**src/rtl/rpn_stack_ctrl_if.sv**
```systemverilog
// Token stream into the RPN stack controller: a valid/ready handshake carrying
// one operand or operator per accepted beat, with tok_last closing the expression.
interface rpn_stack_ctrl_if #(
  parameter int N = 8
);
  logic         tok_valid;
  logic         tok_ready;
  logic         tok_is_op;
  logic         tok_last;
  logic [N-1:0] tok_data;

  modport master (output tok_valid, tok_is_op, tok_last, tok_data, input tok_ready);
  modport slave  (input tok_valid, tok_is_op, tok_last, tok_data, output tok_ready);
endinterface

```
**src/rtl/rpn_stack_ctrl.sv**
```systemverilog
// Postfix (RPN) evaluator driving an external signed LIFO stack; one result per expression.
// Optional macro SATURATE_EN: ADD/SUB/MUL clamp to the signed range and report res_sat.
module rpn_stack_ctrl #(
  parameter int N        = 8,
  parameter int MAX_SIZE = 16
) (
  input  logic                 clk,
  input  logic                 rst_n,
  rpn_stack_ctrl_if.slave      tok,
  output logic                 stk_push,
  output logic                 stk_pop,
  output logic [N-1:0]         stk_din,
  input  logic [N-1:0]         stk_dout,
  input  logic                 stk_full,
  input  logic                 stk_empty,
  output logic                 res_valid,
  output logic [N-1:0]         res_data,
  output logic [1:0]           res_err,
  output logic                 res_sat
);

  localparam int DW = $clog2(MAX_SIZE + 1);
  localparam logic [DW-1:0] DEPTH_MAX = DW'(MAX_SIZE);

  localparam logic [1:0] ERR_OK    = 2'b00;
  localparam logic [1:0] ERR_UNDER = 2'b01;
  localparam logic [1:0] ERR_OVER  = 2'b10;
  localparam logic [1:0] ERR_MALF  = 2'b11;

  typedef enum logic [3:0] {
    IDLE, POP_B, POP_A, EXEC, PUSH_R, DISCARD, FINAL, RPOP, RCAP, FLUSH, DONE
  } state_t;

  typedef enum logic [1:0] {OP_ADD, OP_SUB, OP_MUL, OP_MAX} op_t;

  state_t        state_q, state_d;
  logic [DW-1:0] depth_q, depth_d;
  logic [1:0]    err_q, err_d;
  logic          sat_q, sat_d;
  op_t           op_q, op_d;
  logic          last_q, last_d;
  logic [N-1:0]  b_q, b_d;
  logic [N-1:0]  r_q, r_d;
  logic [N-1:0]  res_q, res_d;

  logic signed [N-1:0] alu_a, alu_b, alu_r;
  logic                alu_sat;

`ifdef SATURATE_EN
  localparam logic [N-1:0] SMAX = {1'b0, {(N-1){1'b1}}};
  localparam logic [N-1:0] SMIN = {1'b1, {(N-1){1'b0}}};
  logic [N:0]            sum_w, dif_w;
  logic signed [2*N-1:0] prod_w;
`endif

  // a is the deeper operand (popped second, arriving on stk_dout in EXEC)
  always_comb begin
    alu_a   = stk_dout;
    alu_b   = b_q;
    alu_r   = '0;
    alu_sat = 1'b0;
`ifdef SATURATE_EN
    sum_w  = {alu_a[N-1], alu_a} + {alu_b[N-1], alu_b};
    dif_w  = {alu_a[N-1], alu_a} - {alu_b[N-1], alu_b};
    prod_w = alu_a * alu_b;
    unique case (op_q)
      OP_ADD: begin
        alu_sat = (sum_w[N] != sum_w[N-1]);
        alu_r   = alu_sat ? (sum_w[N] ? SMIN : SMAX) : sum_w[N-1:0];
      end
      OP_SUB: begin
        alu_sat = (dif_w[N] != dif_w[N-1]);
        alu_r   = alu_sat ? (dif_w[N] ? SMIN : SMAX) : dif_w[N-1:0];
      end
      OP_MUL: begin
        alu_sat = (prod_w[2*N-1:N-1] != {(N+1){prod_w[N-1]}});
        alu_r   = alu_sat ? (prod_w[2*N-1] ? SMIN : SMAX) : prod_w[N-1:0];
      end
      OP_MAX:  alu_r = (alu_a > alu_b) ? alu_a : alu_b;
      default: alu_r = '0;
    endcase
`else
    unique case (op_q)
      OP_ADD:  alu_r = alu_a + alu_b;
      OP_SUB:  alu_r = alu_a - alu_b;
      OP_MUL:  alu_r = alu_a * alu_b;
      OP_MAX:  alu_r = (alu_a > alu_b) ? alu_a : alu_b;
      default: alu_r = '0;
    endcase
`endif
  end

  always_comb begin
    state_d = state_q;
    depth_d = depth_q;
    err_d   = err_q;
    sat_d   = sat_q;
    op_d    = op_q;
    last_d  = last_q;
    b_d     = b_q;
    r_d     = r_q;
    res_d   = res_q;
    tok.tok_ready = 1'b0;
    stk_push = 1'b0;
    stk_pop  = 1'b0;
    stk_din  = '0;
    unique case (state_q)
      IDLE: begin
        tok.tok_ready = 1'b1;
        if (tok.tok_valid) begin
          if (tok.tok_is_op) begin
            op_d   = op_t'(tok.tok_data[1:0]);
            last_d = tok.tok_last;
            if (depth_q < DW'(2)) begin
              err_d   = ERR_UNDER;
              state_d = tok.tok_last ? FINAL : DISCARD;
            end else begin
              state_d = POP_B;
            end
          end else if (depth_q == DEPTH_MAX) begin
            err_d   = ERR_OVER;
            state_d = tok.tok_last ? FINAL : DISCARD;
          end else begin
            stk_push = 1'b1;
            stk_din  = tok.tok_data;
            depth_d  = depth_q + DW'(1);
            state_d  = tok.tok_last ? FINAL : IDLE;
          end
        end
      end
      POP_B: begin
        stk_pop = 1'b1;
        depth_d = depth_q - DW'(1);
        state_d = POP_A;
      end
      POP_A: begin
        b_d     = stk_dout;
        stk_pop = 1'b1;
        depth_d = depth_q - DW'(1);
        state_d = EXEC;
      end
      EXEC: begin
        r_d     = alu_r;
        sat_d   = sat_q | alu_sat;
        state_d = PUSH_R;
      end
      PUSH_R: begin
        stk_push = 1'b1;
        stk_din  = r_q;
        depth_d  = depth_q + DW'(1);
        state_d  = last_q ? FINAL : IDLE;
      end
      DISCARD: begin
        tok.tok_ready = 1'b1;
        if (tok.tok_valid && tok.tok_last) state_d = FLUSH;
      end
      FINAL: begin
        if (err_q == ERR_OK && depth_q == DW'(1)) begin
          state_d = RPOP;
        end else begin
          if (err_q == ERR_OK) err_d = ERR_MALF;
          state_d = FLUSH;
        end
      end
      RPOP: begin
        stk_pop = 1'b1;
        depth_d = depth_q - DW'(1);
        state_d = RCAP;
      end
      RCAP: begin
        res_d   = stk_dout;
        state_d = DONE;
      end
      // The last pop and the move to DONE share a cycle
      FLUSH: begin
        res_d = '0;
        if (depth_q != '0) begin
          stk_pop = 1'b1;
          depth_d = depth_q - DW'(1);
        end
        if (depth_q <= DW'(1)) state_d = DONE;
      end
      DONE: begin
        err_d   = ERR_OK;
        sat_d   = 1'b0;
        state_d = IDLE;
      end
      default: state_d = IDLE;
    endcase
  end

  always_ff @(posedge clk) begin
    if (!rst_n) begin
      state_q <= IDLE;
      depth_q <= '0;
      err_q   <= ERR_OK;
      sat_q   <= 1'b0;
      op_q    <= OP_ADD;
      last_q  <= 1'b0;
      b_q     <= '0;
      r_q     <= '0;
      res_q   <= '0;
    end else begin
      state_q <= state_d;
      depth_q <= depth_d;
      err_q   <= err_d;
      sat_q   <= sat_d;
      op_q    <= op_d;
      last_q  <= last_d;
      b_q     <= b_d;
      r_q     <= r_d;
      res_q   <= res_d;
    end
  end

  assign res_valid = (state_q == DONE);
  assign res_err   = (state_q == DONE) ? err_q : ERR_OK;
  assign res_data  = (state_q == DONE) ? res_q : '0;
  assign res_sat   = (state_q == DONE) & sat_q;

  // The depth mirror must agree with the stack's own flags
  a_full:  assert property (@(posedge clk) disable iff (!rst_n) (depth_q == DEPTH_MAX) == stk_full);
  a_empty: assert property (@(posedge clk) disable iff (!rst_n) (depth_q == '0) == stk_empty);
  a_excl:  assert property (@(posedge clk) disable iff (!rst_n) !(stk_push && stk_pop));

endmodule
```
**src/flat_wrapper.sv**
```systemverilog
// flat-port wrapper written by rule: the top's interface ports become plain ports
module rpn_stack_ctrl_flat 
#(
  parameter int N        = 8,
  parameter int MAX_SIZE = 16
)
  (clk, rst_n, stk_push, stk_pop, stk_din, stk_dout, stk_full, stk_empty, res_valid, res_data, res_err, res_sat, tok_tok_valid, tok_tok_is_op, tok_tok_last, tok_tok_data, tok_tok_ready);
  rpn_stack_ctrl_if #(.N(N)) tok_i ();
  input  logic clk;
  input  logic rst_n;
  output logic stk_push;
  output logic stk_pop;
  output logic [N-1:0] stk_din;
  input  logic [N-1:0] stk_dout;
  input  logic stk_full;
  input  logic stk_empty;
  output logic res_valid;
  output logic [N-1:0] res_data;
  output logic [1:0] res_err;
  output logic res_sat;
  input wire logic [$bits(tok_i.tok_valid)-1:0] tok_tok_valid;
  input wire logic [$bits(tok_i.tok_is_op)-1:0] tok_tok_is_op;
  input wire logic [$bits(tok_i.tok_last)-1:0] tok_tok_last;
  input wire logic [$bits(tok_i.tok_data)-1:0] tok_tok_data;
  output wire logic [$bits(tok_i.tok_ready)-1:0] tok_tok_ready;
  assign tok_i.tok_valid = tok_tok_valid;
  assign tok_i.tok_is_op = tok_tok_is_op;
  assign tok_i.tok_last = tok_tok_last;
  assign tok_i.tok_data = tok_tok_data;
  assign tok_tok_ready = tok_i.tok_ready;
  rpn_stack_ctrl #(.N(N), .MAX_SIZE(MAX_SIZE)) u_core (.clk(clk), .rst_n(rst_n), .tok(tok_i), .stk_push(stk_push), .stk_pop(stk_pop), .stk_din(stk_din), .stk_dout(stk_dout), .stk_full(stk_full), .stk_empty(stk_empty), .res_valid(res_valid), .res_data(res_data), .res_err(res_err), .res_sat(res_sat));
endmodule
```
**config.mk**
```make
export PLATFORM = sky130hd
export DESIGN_NAME = rpn_stack_ctrl_flat
export DESIGN_NICKNAME = d
export VERILOG_FILES = /design/src/rtl/rpn_stack_ctrl_if.sv /design/src/rtl/rpn_stack_ctrl.sv /design/src/flat_wrapper.sv
export SDC_FILE = /design/constraint.sdc
export NUM_CORES = 1
export LEC_CHECK = 0
export CORE_UTILIZATION = 49
export CTS_CLUSTER_DIAMETER = 80
export DETAILED_ROUTE_END_ITERATION = 8
export GPL_TIMING_DRIVEN = 0
export PLACE_DENSITY = 0.8
export SLEW_MARGIN = 40
export SYNTH_ARGS = -nofsm -noshare
export SYNTH_HDL_FRONTEND = slang
export SYNTH_SLANG_ARGS = --single-unit
```
**constraint.sdc**
```tcl
create_clock -name clk -period 5.2 [get_ports clk]
set_input_delay 1.04 -clock clk [delete_from_list [all_inputs] [get_ports clk]]
set_output_delay 1.04 -clock clk [all_outputs]
set_load 0.02 [all_outputs]
```
# Word-level counts from Yosys, hierarchy flattened
# Cells that the tools add are included.
# Widths: inputs -> output; s select.
[word_totals]
reg_bits = 38
latch_bits = 0
ram_bits = 0
mem_bits_ro = 0
input_bits = 23
n_memories = 0
[op_classes]
add_sub_neg = 4
n_mul = 1
div_mod_pow = 0
order_cmp = 3
n_eq_ne = 25
shift = 0
muxes = 39
n_bitwise = 0
reduce_logical = 15
[op_table]
columns = ["op", "n"]
rows = [
  ["$mux 8", 5],
  ["$pmux 4 s10", 1],
  ["$pmux 8 s2", 2],
  ["$pmux 8 s4", 1],
  ["$mux 4", 7],
  ["$mux 5", 4],
  ["$pmux 5 s4", 1],
  ["$eq 4x3->1 const B", 4],
  ["$mux 2", 8],
  ["$eq 4x4->1 const B", 3],
  ["$add 8x8->8", 1],
  ["$eq 4x2->1 const B", 2],
  ["$gt 8x8->1", 1],
  ["$mul 8x8->8", 1],
  ["$ne 2x1->1 const B", 4],
  ["$ne 2x2->1 const B", 4],
  ["$sub 8x8->8", 1],
  ["$mux 3", 2],
  ["$ne 3x2->1 const B", 2],
  ["$pmux 2 s3", 1],
  ["$reduce_and 3->1", 2],
  ["$reduce_and 6->1", 1],
  ["$add 5x1->5 const B", 1],
  ["$eq 5x1->1 const B", 1],
  ["19 further kinds", 27],
]

# Depth between registers and ports, before layout
# Gate-level depths: netlist of the first run.
[depth]
ltp_word = 5
depth_mapped = 18
ltp_nobuf = 18

# Worst setup path before layout of the first run
# No wires, ideal clock.
[synth_timing]
kind = "in2reg"
from = "input port stk_dout[3]"
to = "register u_core.r_q[7]"
arrival_time_ns = 4.749
required_ns = 5.126
setup_slack_ns = 0.377
path_stages = 16
n_path_buf = 0
cell_sequence = "ha_1 inv_1 fa_1 inv_1 ha_1 fa_1 inv_1 fa_1 inv_1 ha_1 a21oi_1 xnor3_1 xnor3_1 a21oi_1 a32oi_1 a31oi_1"
[synth_via]
elab_chain_len = 3
[synth_lines]
columns = ["element", "line_no", "rtl"]
rows = [
  ["start: declaration", "flat_wrapper.sv:14", "input logic [N-1:0] stk_dout;"],
  ["parallel branches: the longest is 2 deep, another holds $mul 8x8->8", "--", ""],
  ["$pmux 8 s4 *", "rpn_stack_ctrl.sv:83", "unique case (op_q)"],
  ["end signal: assignment", "rpn_stack_ctrl.sv:211", "r_q <= r_d;"],
  ["end: declaration", "rpn_stack_ctrl.sv:43", "logic [N-1:0] r_q, r_d;"],
]
# Mark *: on every way between the ends.
# A chain may end at the register's enable or synchronous reset.

# Final worst setup path of the first run
# Same ends and word-level chain as after synthesis.

==> results by group, run 1 <==
STA
  – Top achievable clock speed: 0.198 GHz
  – Period minus WS final: 5.05 ns
  – Setup_tns: 0 ns
  – Slew Limit Fails: 0
  – Least-Margin Pin Slew: 0.626 ns
  – Fin. Hold Viols: 0
  – Tcrit/Tclk final: 0.972
  – Slew margin rel.: 0.580
  – Skew final: 0.00316 ns
  – Final setup violation count: 0

Routing
  – Residual DRC count: 0
  – Via count: 3656
  – First-pass iteration count of the detailed router: 5
  – Final WL: 10300 microns
  – DR vias/cell: 5.66
  – WL/cell: 16.0 microns
  – DR iter-0 viols: 247
  – Antenna-violating nets left: 0

Worst setup path
  – R2r setup slk: 0.62 ns
  – Path length in cells of the critical path: 17
  – Critical path buffers and inverters: 5
  – Crit path max fanout: 9
  – R2R depth: 16
  – Crit-path max cell delay: 0.55 ns
  – CP Class: in -> reg
  – Most used cell, CP: inv_1
  – Reg-to-Reg End: u_core.r_q[7]
  – R2R Path Start: u_core.alu_b[3]
  – Crit-path slowest cell: fa_1
  – Crit path to: u_core.r_q[7]
  – Critical path cell sequence: clkbuf_4 -> ha_2 -> inv_1 -> fa_1 -> inv_1 -> ha_1 -> fa_1 -> inv_1 -> fa_1 -> inv_1 -> ha_1 -> a21oi_1 -> xnor3_1 -> xnor3_1 -> a21oi_1 -> a32oi_1 -> a31oi_1
  – Critical path launch point: stk_dout[3]
  – Worst endpoint data arrival time: 5.29 ns
  – Crit path launch type: primary input
  – WP data required: 5.44 ns
  – CP top delay family: adder cells
  – Endpoint class of the critical path: flop

Synth
  – Synth top cells by count: nand2_1 (46), inv_1 (44), dfxtp_1 (38)
  – Seq cells post-synth: 38
  – Yosys Warn Count: 0
  – Cell with the most instances after synthesis: nand2_1
  – Area leader, netlist: dfxtp_1
  – Async SR Flop Fraction: 0
  – Post-synthesis cell type count: 66
  – Synthesized area: 3910 sq um
  – Post-synth EDFFs: 0
  – Syn Nets: 567
  – Top_reg_cell synth: dfxtp_1
  – Post-synth top area share: 0.195
  – Mapped Cells: 493
  – Top post-synthesis cells by area: dfxtp_1 (19%), ha_1 (12%), fa_1 (7.2%), xnor2_1 (4.9%), nand2_1 (4.4%)
  – Syn Area/Cell: 7.93 sq um
  – Sequential fraction of the synthesis area: 0.195

CTS
  – CTS tree: built
  – # hold bufs at CTS: 0
  – Clk sinks: 38
  – Clk slew on worst S/H paths: 0.08 ns
  – Clock Root Buffer: clkbuf_8
  – Bufs on Longest Clock Path: 2
  – Clock Latency Late Sink: 0.31 ns
  – H-tree Lvls: 2
  – Num CTS Buffers: 5

Global routing
  – Number of global-route vias before repair: 3579
  – Total congestion overflow: 0
  – Initial antenna violation count: 0
  – Pin count of the biggest net entering global routing: 14
  – GRT Util Overall: 0.260
  – First-pass GRT wire length: 17100 microns

Placement
  – DP Area: 4450 sq um
  – Post-placement cell count: 636
  – Hpwl dp: 8010 microns
  – RePlAce Congestion: 0.932
  – IO Port Bufs: 41

Run status
  – Outcome: complete, no violations

Layout
  – Layout area overhead: 16.9%
  – Ant. Diodes: 0
  – Share of the core filled with cells: 0.591
  – Layout Nets: 617
  – Share of post-route cells with drive strength above 1: 0.0680
  – Fillers: 688
  – Non-Filler Instances: 646
  – Final instance area: 4570 sq um

Power
  – PwrDens: 362 nW/um^2
  – Lkg Pwr: 1.89 nW
  – Total power: 1.66 mW
  – Maximum VDD drop: 0.284 mV

Floorplanning
  – Die area: 8340 sq um
  – FP Rows: 32
  – Die H: 91.3 microns
  – # IOs: 46
  – Die W: 91.3 microns
  – Starting Density: 0.506
  – Core area: 7730 sq um

Run
  – # Max-Cap Violations: 0

Hold path
  – HP Class: reg -> reg
metal layers:
metal  routed length, microns  vias up  global-route usage
met5                        0        -                   0
met4                      218        0              0.0939
met3                      451       16              0.0335
met2                     5000      113               0.445
met1                     4660     1728               0.335
li1                         -     1799                   -
state kept, by name, summed over array words and instances (netlist names):
signal / cells
u_core.alu_b: 8
u_core.depth_q: 5
u_core.err_q: 2
u_core.last_q: 1
u_core.op_q: 2
u_core.r_q: 8
u_core.res_q: 8
u_core.state_q: 4
placed cells by master (no fill, tap or decap), drive strengths merged, types with 4 or more instances in the layout:
cell	instances
nand2	46
fa	14
ha	37
a31oi	5
nor3b	7
nor4	5
o21a	4
nand4	4
o21ai	26
clkbuf	20
buf	14
a22o	8
dfxtp	38
xnor2	23
xor2	6
nand3	11
inv	44
nor2b	17
a21oi	32
and2	25
mux2i	8
a21boi	13
clkdlybuf4s50	34
nor2	30
nand2b	6
o211ai	4
nor3	10
cells by family after synthesis:
logic type	synth area share
and+or+nand+nor	0.233
AOI/OAI and AO/OA	0.207
adders and majority gates	0.190
xor gates and xnor gates	0.0784
buffers and inverters	0.0720
other	0.000959
muxes	0.0234
DFF	0.195
worst min-delay path by stage:
stage	start	end	slack [ns]	cells after the start
after floorplan	u_core.r_q[1]	u_core.r_q[1]	0.45	2
after global placement	u_core.r_q[1]	u_core.r_q[1]	0.48	2
after detailed placement	u_core.res_q[7]	u_core.res_q[7]	0.50	2
after CTS	u_core.r_q[1]	u_core.r_q[1]	0.51	2
after global routing	u_core.r_q[1]	u_core.r_q[1]	0.52	2
final	u_core.alu_b[5]	u_core.alu_b[5]	0.51	2
layout make-up:
cell class | instances | area [sq um] | area share
well taps | 102 | 128 | 0.0279
clock inverters | 3 | 45.0 | 0.00986
inverters | 46 | 179 | 0.0392
plain buffers | 23 | 109 | 0.0238
multi-input cells | 386 | 2870 | 0.629
clock buffers | 5 | 68.8 | 0.0151
repair buffers | 43 | 405 | 0.0887
flip-flops and latches | 38 | 761 | 0.166
stage by stage:
stage	setup WS [ns]	hold WS (ns)
5_1_grt	-0.00382	0.523
6_report	0.148	0.509
3_3_place_gp	-0.734	0.476
2_1_floorplan	0.377	0.453
4_1_cts	0.0462	0.510
3_5_place_dp	-0.778	0.498
tightest hold or removal path: cells and delay by family (launching register included):
family | cells | cell delay, ns
compound gates | 1 | 0.06
flops | 1 | 0.34
simple gates | 1 | 0.06
report_power, final:
part	switching (mW)	internal, mW
Sequential	0.0648	0.346
Clock	0.118	0.143
Combinational	0.567	0.418
repair_timing:
action                                  4_1_cts  5_1_grt
endpoints found under the setup margin        1        1
gates cloned                                  0        0
setup buffers                                 0        2
gates resized for setup                      14       11
Note: power is estimated with default switching activity, not from simulation.
==> run 2: changes to the inputs <==
Settings changed: SLEW_MARGIN 40 to not set.
==> run 2 against run 1 <==
Clock skew increased by 0.00056 ns. Maximum frequency about the same. Combinational power about the same. Worst hold slack about the same.
==> results by group, run 2 (synthesis results as in run 1) <==
Layout
  – Fillers: 688 (unchanged)
  – Share of post-route cells with drive strength above 1: 0.0662 (-0.00184)
  – Layout Nets: 617 (unchanged)
  – Most common cell after layout, fill and taps aside: nand2_1
  – Ant. Diodes: 0 (unchanged)
  – Final instance area: 4560 sq um (-0.11%)
  – Layout area overhead: 16.8%
  – Non-Filler Instances: 646 (unchanged)
  – Commonest non-fill, non-tap cells in the layout: nand2_1 (46), inv_1 (43), dfxtp_1 (38)

Routing
  – DR vias/cell: 5.66 (about the same)
  – Antenna-violating nets left: 0 (unchanged)
  – Final WL: 10300 microns (-0.12%)
  – Via count: 3657 (+0.027%)
  – First-pass iteration count of the detailed router: 5 (unchanged)
  – WL/cell: 16.0 microns (-0.12%)
  – DR iter-0 viols: 245 (-0.81%)
  – Residual DRC count: 0 (unchanged)

Global routing
  – Number of global-route vias before repair: 3579 (unchanged)
  – Total congestion overflow: 0 (unchanged)
  – First-pass GRT wire length: 17100 microns (unchanged)
  – Global Route met1 Usage: 0.335 (unchanged)
  – Pin count of the biggest net entering global routing: 14 (unchanged)
  – Met3 GRT Util: 0.0335 (unchanged)
  – GRT Util Overall: 0.260 (unchanged)
  – GRT busiest layer: met2
  – Met2 track utilization from global routing: 0.445 (unchanged)
  – Initial antenna violation count: 0 (unchanged)

STA
  – Final setup violation count: 0 (unchanged)
  – Slew Limit Fails: 0 (unchanged)
  – Tcrit/Tclk final: 0.972 (about the same)
  – Top achievable clock speed: 0.198 GHz (about the same)
  – Period minus WS final: 5.05 ns (+0.00111 ns)
  – Fin. Hold Viols: 0 (unchanged)
  – Least-Margin Pin Slew: 0.839 ns (+0.213 ns)
  – Skew final: 0.00373 ns (+0.000564 ns)
  – Slew margin rel.: 0.436 (-0.144)

CTS
  – Clk slew on worst S/H paths: 0.08 ns (about the same)
  – # hold bufs at CTS: 0 (unchanged)
  – Clk sinks: 38 (unchanged)
  – Bufs on Longest Clock Path: 2 (unchanged)
  – H-tree Lvls: 2 (unchanged)
  – CTS tree: built
  – Clock Root Buffer: clkbuf_8
  – Num CTS Buffers: 5 (unchanged)
  – Clock Latency Late Sink: 0.31 ns (about the same)

Worst setup path
  – Worst endpoint data arrival time: 5.29 ns (about the same)
  – R2R depth: 16 (unchanged)
  – Most used cell, CP: inv_1
  – Endpoint class of the critical path: flop
  – Crit path max fanout: 9 (unchanged)
  – Crit-path max cell delay: 0.55 ns (about the same)
  – Crit-path slowest cell: fa_1
  – WP data required: 5.44 ns (about the same)
  – CP Class: in -> reg
  – CP top delay family: adder cells
  – Reg-to-Reg End: u_core.r_q[7]
  – Critical path buffers and inverters: 5 (unchanged)
  – R2r setup slk: 0.62 ns (about the same)
  – R2R Path Start: u_core.alu_b[3]
  – Crit path launch type: primary input
  – Critical path cell sequence: clkbuf_4 -> ha_2 -> inv_1 -> fa_1 -> inv_1 -> ha_1 -> fa_1 -> inv_1 -> fa_1 -> inv_1 -> ha_1 -> a21oi_1 -> xnor3_1 -> xnor3_1 -> a21oi_1 -> a32oi_1 -> a31oi_1

Power
  – Maximum VDD drop: 0.285 mV (+0.40%)
  – PwrDens: 362 nW/um^2 (about the same)
  – Lkg Pwr: 1.89 nW (-0.20%)

Floorplanning
  – Die area: 8340 sq um (unchanged)
  – FP Rows: 32 (unchanged)
  – Starting Density: 0.506 (unchanged)
  – Die H: 91.3 microns (unchanged)
  – Die W: 91.3 microns (unchanged)
  – # IOs: 46 (unchanged)
  – Core area: 7730 sq um (unchanged)

Hold path
  – HP Class: reg -> reg
  – Worst Hold Endpoint: u_core.alu_b[5]
  – Hold path depth: 2 (unchanged)
  – Hold path startpoint: u_core.alu_b[5]

Placement
  – Hpwl dp: 8010 microns (unchanged)
  – Post-placement cell count: 636 (unchanged)
  – RePlAce Congestion: 0.932 (unchanged)
  – IO Port Bufs: 41 (unchanged)
  – DP Area: 4450 sq um (unchanged)

Run status
  – Outcome: complete, no violations

Run
  – # Max-Cap Violations: 0 (unchanged)
-- run 2: cell counts in the layout (fill, tap and decap cells not counted) --
Identical to the previous run, type by type.
-- run 2: layout make-up --
class | count | area, sq um | area share
Buffer | 23 | 109 | 0.0238
Inverter | 46 | 179 | 0.0392
Tap cell | 102 | 128 | 0.0280
Timing Repair Buffer | 43 | 405 | 0.0888
Clock buffer | 5 | 68.8 | 0.0151
Sequential cell | 38 | 761 | 0.167
Clock inverter | 3 | 45.0 | 0.00987
Multi-Input combinational cell | 386 | 2870 | 0.629
-- run 2: where the power goes --
part	switching [mW]	internal, mW	total [mW]
Clock	0.118	0.143	0.261
Combinational	0.565	0.417	0.983
Sequential	0.0651	0.346	0.411
Total	0.748	0.906	1.65
-- run 2: repair_timing --
action / 4_1_cts / 5_1_grt
gates cloned: 0 / 0
gates resized for setup: 14 / 11
setup endpoints to repair: 1 / 1
buffers inserted: 0 / 2
pin swaps: 0 / 0
-- run 2: worst max path at each step --
stage,start,slack (ns),cells after the start,end
after floorplan,stk_dout[3],0.38,16,u_core.r_q[7]
after global placement,stk_dout[3],-0.73,17,u_core.r_q[7]
after detailed placement,stk_dout[3],-0.78,17,u_core.r_q[7]
after CTS,stk_dout[2],0.05,18,u_core.r_q[7]
after global routing,stk_dout[3],-0.004,17,u_core.r_q[7]
final,stk_dout[3],0.15,17,u_core.r_q[7]
-- run 2: through the flow --
step	setup WS [ns]	setup TNS [ns]	total power [mW]	util	hold slack, ns
after detailed placement	-0.778	-0.888	1.38	0.575	0.498
final	0.147	0	1.65	0.591	0.509
after floorplan	0.377	0	1.12	-	0.453
after CTS	0.0462	0	1.65	0.589	0.510
after global placement	-0.734	-0.772	1.35	0.575	0.476
after global routing	-0.00382	-0.00382	1.79	0.591	0.523
-- run 2: metal layers --
metal  up-vias  wire [microns]  part of all wire
met4         0             229             0.022
met5         -               0                 0
met3        19             500             0.048
met1      1715            4610              0.45
met2       128            4980              0.48
li1       1795               -                 -
-- run 2: worst register-to-register path: stages, from the launching register on --
cell and delay (ns):
dfxtp_1 0.43, ha_2 0.25, inv_1 0.08, fa_1 0.55, inv_1 0.04, ha_1 0.29
fa_1 0.54, inv_1 0.06, fa_1 0.53, inv_1 0.05, ha_1 0.32, a21oi_1 0.13
xnor3_1 0.40, xnor3_1 0.39, a21oi_1 0.18, a32oi_1 0.08, a31oi_1 0.18
==> run 3: changes to the inputs <==
Settings changed: CELL_PAD_IN_SITES_DETAIL_PLACEMENT set to 0, CELL_PAD_IN_SITES_GLOBAL_PLACEMENT set to 2, CORE_MARGIN set to 3, CORE_UTILIZATION 49 to 34, PLACE_DENSITY 0.8 to 0.91.
==> run 3 against run 2 <==
Worst hold slack worse by 0.0087 ns. Sequential power about the same. Largest power group unchanged. Sequential share of layout area down 0.48 points. Die area grew 54%.
==> results by group, run 3 (synthesis results as in run 1) <==
Routing
  – DR vias/cell: 5.25 (-7.2%)
  – Residual DRC count: 0 (unchanged)
  – Antenna-violating nets left: 0 (unchanged)
  – Via count: 3583 (-2.0%)
  – WL/cell: 16.5 microns (+3.3%)
  – DR iter-0 viols: 252 (+2.9%)
  – Final WL: 11300 microns (+9.1%)
  – First-pass iteration count of the detailed router: 4 (-1)

STA
  – Least-Margin Pin Slew: 0.860 ns (+0.0213 ns)
  – RSZ-0062 raised after global routing: no
  – Top achievable clock speed: 0.203 GHz (+2.6%)
  – Final Hold Slack: 0.501 ns (-0.00869 ns)
  – Fin. Hold Viols: 0 (unchanged)
  – Slew margin rel.: 0.422 (-0.0143)
  – Final setup violation count: 0 (unchanged)
  – Period minus WS final: 4.93 ns (-0.127 ns)
  – Skew final: 0.00666 ns (+0.00294 ns)
  – Tcrit/Tclk final: 0.947 (-0.0244)
  – Worst setup margin: 0.274 ns (+0.127 ns)
  – Slew Limit Fails: 0 (unchanged)
  – Setup_tns: 0 ns (unchanged)

CTS
  – Clock Root Buffer: clkbuf_16
  – CTS tree: built
  – Num CTS Buffers: 5 (unchanged)
  – H-tree Lvls: 2 (unchanged)
  – Bufs on Longest Clock Path: 2 (unchanged)
  – # hold bufs at CTS: 0 (unchanged)
  – Clk slew on worst S/H paths: 0.06 ns (-0.02 ns)
  – Clock Latency Late Sink: 0.28 ns (-0.03 ns)
  – Buffers inserted by post-CTS timing repair: 0 (unchanged)
  – Clk sinks: 38 (unchanged)

Worst setup path
  – R2R depth: 16 (unchanged)
  – Crit path max fanout: 9 (unchanged)
  – Crit path launch type: primary input
  – Endpoint class of the critical path: flop
  – Reg-to-Reg End: u_core.r_q[7]
  – Worst endpoint data arrival time: 5.09 ns (-0.20 ns)
  – CP Class: in -> reg
  – R2r setup slk: 0.76 ns (+0.14 ns)
  – WP data required: 5.36 ns (-0.08 ns)
  – Critical path launch point: stk_dout[3]
  – Crit path to: u_core.r_q[7]
  – R2R Path Start: u_core.alu_b[3]

Power
  – PwrDens: 383 nW/um^2 (+5.6%)
  – Total power: 1.80 mW (+8.8%)
  – Sw Ratio: 0.422 (-0.0300)
  – Internal power: 1.04 mW (+15%)
  – Maximum VDD drop: 0.190 mV (-33%)
  – Sequential Power Share: 0.229 (-0.019)
  – Clock share of power: 0.223 (+0.065)
  – Combinational power share: 0.549 (-0.045)
  – Lkg Pwr: 1.92 nW (+2.0%)
  – Sw power: 0.760 mW (+1.5%)

Global routing
  – Total congestion overflow: 0 (unchanged)
  – Pin count of the biggest net entering global routing: 14 (unchanged)
  – Initial antenna violation count: 0 (unchanged)
  – First-pass GRT wire length: 18400 microns (+7.7%)
  – GRT Util Overall: 0.179 (-0.0812)
  – Number of global-route vias before repair: 3692 (+3.2%)

Layout
  – Layout Nets: 615 (-0.32%)
  – Ant. Diodes: 0 (unchanged)
  – Most common cell after layout, fill and taps aside: nand2_1
  – Layout area overhead: 20.3%
  – Share of post-route cells with drive strength above 1: 0.0720 (+0.00578)
  – Commonest non-fill, non-tap cells in the layout: nand2_1 (46), inv_1 (43), dfxtp_1 (38)
  – Share of the core filled with cells: 0.426 (-0.165)

Placement
  – RePlAce Congestion: 0.888 (-4.7%)
  – Post-placement setup slack: -0.921 ns (-0.143 ns)
  – IO Port Bufs: 41 (unchanged)
  – Hpwl dp: 8810 microns (+9.9%)

Floorplanning
  – Die H: 113 microns (+24%)
  – Starting Density: 0.354 (-0.151)
  – # IOs: 46 (unchanged)
  – Die area: 12800 sq um (+54%)
  – Die W: 113 microns (+24%)
  – FP Rows: 38 (+19%)
  – Core area: 11000 sq um (+43%)

Run
  – # Max-Cap Violations: 0 (unchanged)

Hold path
  – HP Class: reg -> reg

Run status
  – Outcome: complete, no violations
## run 3: cell count changes in the layout (fill, tap and decap cells not counted), sizes merged
cell,change
clkbuf,-3
bufinv,+1
buf,-1
clkinv,+2
dlygate4sd2,-1
clkinvlp,-3
clkdlybuf4s15,+3
## run 3: how the worst min path moves through the flow
stage,from,endpoint,slack [ns],cells after the start
final,u_core.r_q[1],u_core.r_q[1],0.50,2
after global routing,u_core.res_q[7],u_core.res_q[7],0.54,2
after CTS,u_core.r_q[1],u_core.r_q[1],0.50,2
after detailed placement,u_core.r_q[1],u_core.r_q[1],0.50,2
after global placement,u_core.r_q[1],u_core.r_q[1],0.48,2
after floorplan,u_core.r_q[1],u_core.r_q[1],0.45,2
## run 3: power by group through the flow
stage          combinational (mW)  clock (mW)  sequential, mW
4_1_cts                     0.989       0.411           0.411
2_1_floorplan               0.721           0           0.395
3_3_place_gp                0.974           0           0.416
6_report                    0.987       0.401           0.412
3_5_place_dp                0.982           0           0.417
5_1_grt                      1.10       0.424           0.420
## run 3: layer usage
metal | up-vias | part of all wire | wire (microns) | GRT usage
li1 | 1801 | - | - | -
met1 | 1655 | 0.46 | 5130 | 0.233
met2 | 105 | 0.46 | 5170 | 0.295
met3 | 22 | 0.058 | 653 | 0.0326
met4 | 0 | 0.027 | 308 | 0.0681
met5 | - | 0 | 0 | 0
## run 3: final cells by class
cell class / instances / area, sq um
fill: 1161 / 6330
multi-input combinational: 386 / 2880
sequential: 38 / 761
timing repair buffer: 41 / 407
inverter: 46 / 178
tap: 140 / 175
clock buffer: 5 / 125
buffer: 23 / 109
clock inverter: 3 / 68.8
## run 3: through the flow
step | area, sq um | std cells
4_1_cts | 4700 | 682
6_report | 4700 | 682
3_3_place_gp | 4490 | 674
2_1_floorplan | 3910 | 493
3_5_place_dp | 4490 | 674
5_1_grt | 4700 | 682
## run 3: timing repair
item	4_1_cts	5_1_grt
gates resized for setup	26	5
setup endpoints to repair	1	1
hold endpoints to repair	0	0
pin swaps	0	2
## run 3: critical path, cell delays in order
cell and delay (ns):
buf_4 0.17, ha_2 0.23, inv_1 0.06, fa_1 0.54
inv_1 0.04, ha_1 0.29, fa_1 0.54, inv_1 0.06
fa_1 0.53, inv_1 0.04, ha_1 0.33, a21oi_2 0.17
xnor3_1 0.43, xnor3_1 0.27, a21oi_1 0.09, a32oi_1 0.16
a31oi_1 0.10
